==> src/rtl/regfile_dump_reader.sv <==
// Sweeps a register-file read port over an inclusive index range and streams each
// captured word out on a valid/ready handshake, one FETCH + one SEND cycle per word.
module regfile_dump_reader #(
    parameter int unsigned DATA_WIDTH = 32,
    parameter int unsigned ADDR_WIDTH = 5,
    parameter bit          SKIP_R0    = 1'b0
) (
    input  logic                  clock,
    input  logic                  ctrl_reset,
    input  logic                  start,
    input  logic [ADDR_WIDTH-1:0] first_reg,
    input  logic [ADDR_WIDTH-1:0] last_reg,
    output logic [ADDR_WIDTH-1:0] ctrl_readReg,
    input  logic [DATA_WIDTH-1:0] data_readReg,
    output logic                  out_valid,
    input  logic                  out_ready,
    output logic [DATA_WIDTH-1:0] out_data,
    output logic [ADDR_WIDTH-1:0] out_index,
    output logic                  out_last,
    output logic                  busy,
    output logic                  done
);

    typedef enum logic [1:0] {
        S_IDLE  = 2'd0,
        S_FETCH = 2'd1,
        S_SEND  = 2'd2,
        S_DONE  = 2'd3
    } state_e;

    state_e                state_q, state_d;
    logic [ADDR_WIDTH-1:0] cur_q, cur_d;
    logic [ADDR_WIDTH-1:0] last_q, last_d;
    logic [ADDR_WIDTH-1:0] rd_idx_q, rd_idx_d;
    logic [DATA_WIDTH-1:0] data_q, data_d;
    logic [ADDR_WIDTH-1:0] index_q, index_d;
    logic                  valid_q, valid_d;
    logic                  olast_q, olast_d;
    logic                  busy_q, busy_d;
    logic                  done_q, done_d;

    logic [ADDR_WIDTH-1:0] first_eff;
    logic [ADDR_WIDTH-1:0] last_eff;
    logic [ADDR_WIDTH-1:0] cur_next;
    logic                  only_r0;

    // With r0 skipped, a range ending on 0 really ends on the top index.
    always_comb begin
        first_eff = (SKIP_R0 && (first_reg == '0)) ? ADDR_WIDTH'(1) : first_reg;
        last_eff  = (SKIP_R0 && (last_reg == '0)) ? '1 : last_reg;
        only_r0   = SKIP_R0 && (first_reg == '0) && (last_reg == '0);
        cur_next  = cur_q + ADDR_WIDTH'(1);
        if (SKIP_R0 && (cur_next == '0)) begin
            cur_next = ADDR_WIDTH'(1);
        end
    end

    // Next-state and registered-output logic.
    always_comb begin
        state_d  = state_q;
        cur_d    = cur_q;
        last_d   = last_q;
        rd_idx_d = rd_idx_q;
        data_d   = data_q;
        index_d  = index_q;
        valid_d  = valid_q;
        olast_d  = olast_q;
        busy_d   = busy_q;
        done_d   = 1'b0;

        case (state_q)
            S_IDLE: begin
                if (start) begin
                    cur_d  = first_eff;
                    last_d = last_eff;
                    busy_d = 1'b1;
                    if (only_r0) begin
                        state_d = S_DONE;
                        done_d  = 1'b1;
                    end else begin
                        rd_idx_d = first_eff;
                        state_d  = S_FETCH;
                    end
                end
            end
            S_FETCH: begin
                data_d  = data_readReg;
                index_d = cur_q;
                olast_d = (cur_q == last_q);
                valid_d = 1'b1;
                state_d = S_SEND;
            end
            S_SEND: begin
                if (out_ready) begin
                    valid_d = 1'b0;
                    if (olast_q) begin
                        state_d = S_DONE;
                        done_d  = 1'b1;
                    end else begin
                        cur_d    = cur_next;
                        rd_idx_d = cur_next;
                        state_d  = S_FETCH;
                    end
                end
            end
            S_DONE: begin
                busy_d  = 1'b0;
                state_d = S_IDLE;
            end
            default: begin
                state_d = S_IDLE;
            end
        endcase
    end

    always_ff @(posedge clock or negedge ctrl_reset) begin
        if (!ctrl_reset) begin
            state_q  <= S_IDLE;
            cur_q    <= '0;
            last_q   <= '0;
            rd_idx_q <= '0;
            data_q   <= '0;
            index_q  <= '0;
            valid_q  <= 1'b0;
            olast_q  <= 1'b0;
            busy_q   <= 1'b0;
            done_q   <= 1'b0;
        end else begin
            state_q  <= state_d;
            cur_q    <= cur_d;
            last_q   <= last_d;
            rd_idx_q <= rd_idx_d;
            data_q   <= data_d;
            index_q  <= index_d;
            valid_q  <= valid_d;
            olast_q  <= olast_d;
            busy_q   <= busy_d;
            done_q   <= done_d;
        end
    end

    assign ctrl_readReg = rd_idx_q;
    assign out_valid    = valid_q;
    assign out_data     = data_q;
    assign out_index    = index_q;
    assign out_last     = olast_q;
    assign busy         = busy_q;
    assign done         = done_q;

endmodule
==> config.mk <==
export PLATFORM = sky130hd
export DESIGN_NAME = regfile_dump_reader
export DESIGN_NICKNAME = d
export VERILOG_FILES = /design/src/rtl/regfile_dump_reader.sv
export SDC_FILE = /design/constraint.sdc
export NUM_CORES = 1
export LEC_CHECK = 0
export BUFFER_PORTS_ARGS = -buffer_cell sky130_fd_sc_hd__buf_2
export CELL_PAD_IN_SITES_DETAIL_PLACEMENT = 1
export CELL_PAD_IN_SITES_GLOBAL_PLACEMENT = 2
export CORE_MARGIN = 4
export CORE_UTILIZATION = 29
export CTS_CLUSTER_SIZE = 40
export DETAILED_ROUTE_END_ITERATION = 10
export GPL_TIMING_DRIVEN = 0
export PLACE_DENSITY_LB_ADDON = 0.12
export SLEW_MARGIN = 30
export SYNTH_ARGS = -nofsm -noshare
export SYNTH_HDL_FRONTEND = slang
export SYNTH_SLANG_ARGS = --single-unit
export TNS_END_PERCENT = 30
==> constraint.sdc <==
create_clock -name clock -period 3.9 [get_ports clock]
set_clock_uncertainty 0.2 [all_clocks]
set_input_delay 0 -clock clock [delete_from_list [all_inputs] [get_ports clock]]
set_output_delay 0 -clock clock [all_outputs]
set_load 0.02 [all_outputs]
==> flow_summary.yaml <==
placed_design:
  dp.final_hpwl_um: 4212
  routabilityCongestion: 0.6958
  io_buffers: 91
  dp.cells: 417
  dp_slack_ns: 2.189
sta:
  worst_pin_slew_ns: 0.6901
  hold_viol: 0
  fin_crit_ns: 1.720
  rsz0062_at_grt: "no"
  fin_crit_sh_pct: 44.10
  slew-limit-headroom_pct: 53.99
  slew_violations: 0
  finalWorstSetupSlack_ns: 2.180
  fmax_mhz: 581.5
  setup_violations: 0
  tns_ns: 0
floorplan:
  coreArea_sq_mm: 0.007331
  die_h_um: 95.32
  die_x_um: 95.32
  ios: 92
  dieArea_sq_mm: 0.009085
  rows: 31
  initial_core_util_pct: 30.16
clock_tree:
  htreeDepth: 2
  cts_buffers: 5
  clock_sink_count: 53
  path_clk_slew_ns: 0.10
  cts_buffer_depth: 2
  clock_latency_ns: 0.31
  cts_tree: "yes"
  post_cts_resized: 0
  cts_root_buf: "clkbuf_8"
critical_path:
  cp-start-kind: "flip-flop"
  cp-end-kind: "flip-flop"
  crit_fanout: 9
  r2r_setup_slack_ns: 2.18
  arrival_ns: 1.72
  path_cells: "nor3b_4, nor2_1, a211o_1"
  r2r.worst_path.cells: 3
  r2r-end: "ctrl_readReg[0]"
  path_class: "reg -> reg"
  r2r-start: "state_q[0]"
  slowest_stage: "dfrtp_1"
  required_ns: 3.90
  cpPeakStageDelay_ns: 0.46
global_routing:
  grt.overflow.total: 0
  grt_pass1_wl_um: 10530
  grt_pass1_vias: 2176
  grt_antenna_before_repair: 0
  grt_max_degree: 54
  track_usage_pct: 15.01
final_layout:
  multi_input_area_sq_um: 809.5
  layoutNonFillerInstCount: 470
  fillers: 873
  seq_area_sq_mm: 0.001326
  drive_gt1_share_pct: 31.54
  area_growth_pct: 51.95
  n_antenna_cell: 0
  fin_nets: 417
routing:
  ant_nets: 0
  num_vias: 2040
  routed_wl_um: 6384
  drt-initial-drc-count: 33
  wire_per_inst_um: 13.58
  drt_pre_antenna_iters: 4
  drc: 0
  routed_via_density: 4.340
synthesis:
  synthesis.nets: 274
  synth_edf_count: 0
  yosysUniqueCellTypes: 31
  ys_dominant_reg_cell: "dfrtp_1"
  synthArstFlopShare_pct: 100.0
  ys_seq_elements: 53
  syn_inst: 227
  synth-seq-area-share_pct: 59.99
  ys.warnings.count: 0
  synth_area_per_cell_sq_um: 9.740
  synth_area_sq_mm: 0.002211
power:
  p_per_area_mw_per_mm2: 786.3
  p_leak_nw: 1.790
  ir_drop_mv: 0.2712
status:
  run_status: "finished clean"
job:
  drv_cap: 0
min_path:
  hp-class: "in -> async"
-- layout by cell type (no fill, tap or decap), drive strengths merged --
cell type    instances
nand2              109
buf                101
dfrtp               53
dlygate4sd3         45
clkbuf               8
mux2                 7
inv                  4
o22ai                4
a21oi                4
nor2b                3
o21ai                3
and3                 3
nor2                 3
nor4bb               3
xnor2                3
nand2b               3
xor2                 2
nor3b                2
nor4                 1
and4bb               1
a222oi               1
o2bb2ai              1
a211o                1
nand3                1
o41ai                1
nor3                 1
a221oi               1
ha                   1
bufinv               1
-- Yosys cell counts (2+ instances only) --
library cell	count	share of area (%)
buf_2	9	2.0
mux2_2	6	3.1
inv_1	4	0.68
dfrtp_1	53	60
o21ai_0	3	0.68
a21oi_1	4	0.91
nor2_1	3	0.51
nor2b_1	3	0.85
and3_1	3	0.85
nand2b_1	2	0.57
o22ai_1	4	1.1
nand2_1	109	19
xor2_1	2	0.79
xnor2_1	3	1.2
nor4bb_1	3	1.4
-- through the flow --
stage / power, W / utilization, % / area, sq um / hold WS [ns]
2_1_floorplan: 0.001806 / - / 2211 / -0.4956
5_1_grt: 0.002873 / 45.83 / 3359 / 0.1213
3_3_place_gp: 0.002227 / 38.06 / 2790 / -0.01012
6_report: 0.002642 / 45.83 / 3359 / 0.06496
3_5_place_dp: 0.002253 / 38.10 / 2793 / -0.1019
4_1_cts: 0.002690 / 45.83 / 3359 / 0.1040
-- what timing repair did --
action / 4_1_cts / 5_1_grt
hold buffers: 45 / 0
setup buffers: 0 / 0
hold endpoints to repair: 100 / 0
-- sequential cells by signal (all words and copies together), names as in the netlist --
| name | flops |
|---|---|
| state_q | 2 |
| done | 1 |
| out_last | 1 |
| busy | 1 |
| out_index | 5 |
| out_valid | 1 |
| out_data | 32 |
| last_q | 5 |
| ctrl_readReg | 5 |
-- worst max-delay path by stage --
stage,depth (start not counted),slack [ns],startpoint,end
2_1_floorplan,3,2.26,ctrl_readReg[0],ctrl_readReg[1]
3_3_place_gp,3,2.16,state_q[0],ctrl_readReg[0]
3_5_place_dp,3,2.19,state_q[0],ctrl_readReg[0]
4_1_cts,3,2.17,state_q[0],ctrl_readReg[0]
5_1_grt,3,2.08,state_q[0],ctrl_readReg[3]
6_report,3,2.18,state_q[0],ctrl_readReg[0]
-- logic make-up after synthesis --
kind of cell / count (synthesis) / synth area share (%)
buffers and inverters: 15 / 3.395
adder cells (fa/ha/maj): 1 / 0.5658
XOR/XNOR: 5 / 1.981
flip-flops: 53 / 59.99
AND/OR/NAND/NOR: 130 / 25.75
multiplexers: 7 / 3.565
AO/OA/AOI/OAI: 16 / 4.754
-- area by class of cell --
| class | instances | area share [%] |
|---|---|---|
| Buffer | 11 | 1.788 |
| Clock buffer | 7 | 2.570 |
| Clock inverter | 1 | 0.8939 |
| Inverter | 4 | 0.4469 |
| Multi-Input combinational cell | 159 | 24.10 |
| Sequential cell | 53 | 39.48 |
| Tap cell | 99 | 3.687 |
| Timing Repair Buffer | 136 | 27.04 |
-- where the power goes --
part | switching, W | internal, W
combinational | 0.000771 | 0.000482
sequential | 0.000180 | 0.000815
clock | 0.000184 | 0.000210
-- metal layers --
metal	track usage [%]	vias up	wire length, um
li1	-	1013	-
met1	18.18	961	2710
met2	26.06	59	3148
met3	3.788	7	453
met4	4.688	0	72
met5	0	-	0
-- worst max-delay path, delay by kind of cell, from the launching register on --
kind / cells / cell delay, ns
AOI/OAI and AO/OA: 1 / 0.32
DFF: 1 / 0.46
and+or+nand+nor: 2 / 0.64
(Power assumes the default switching activity.)
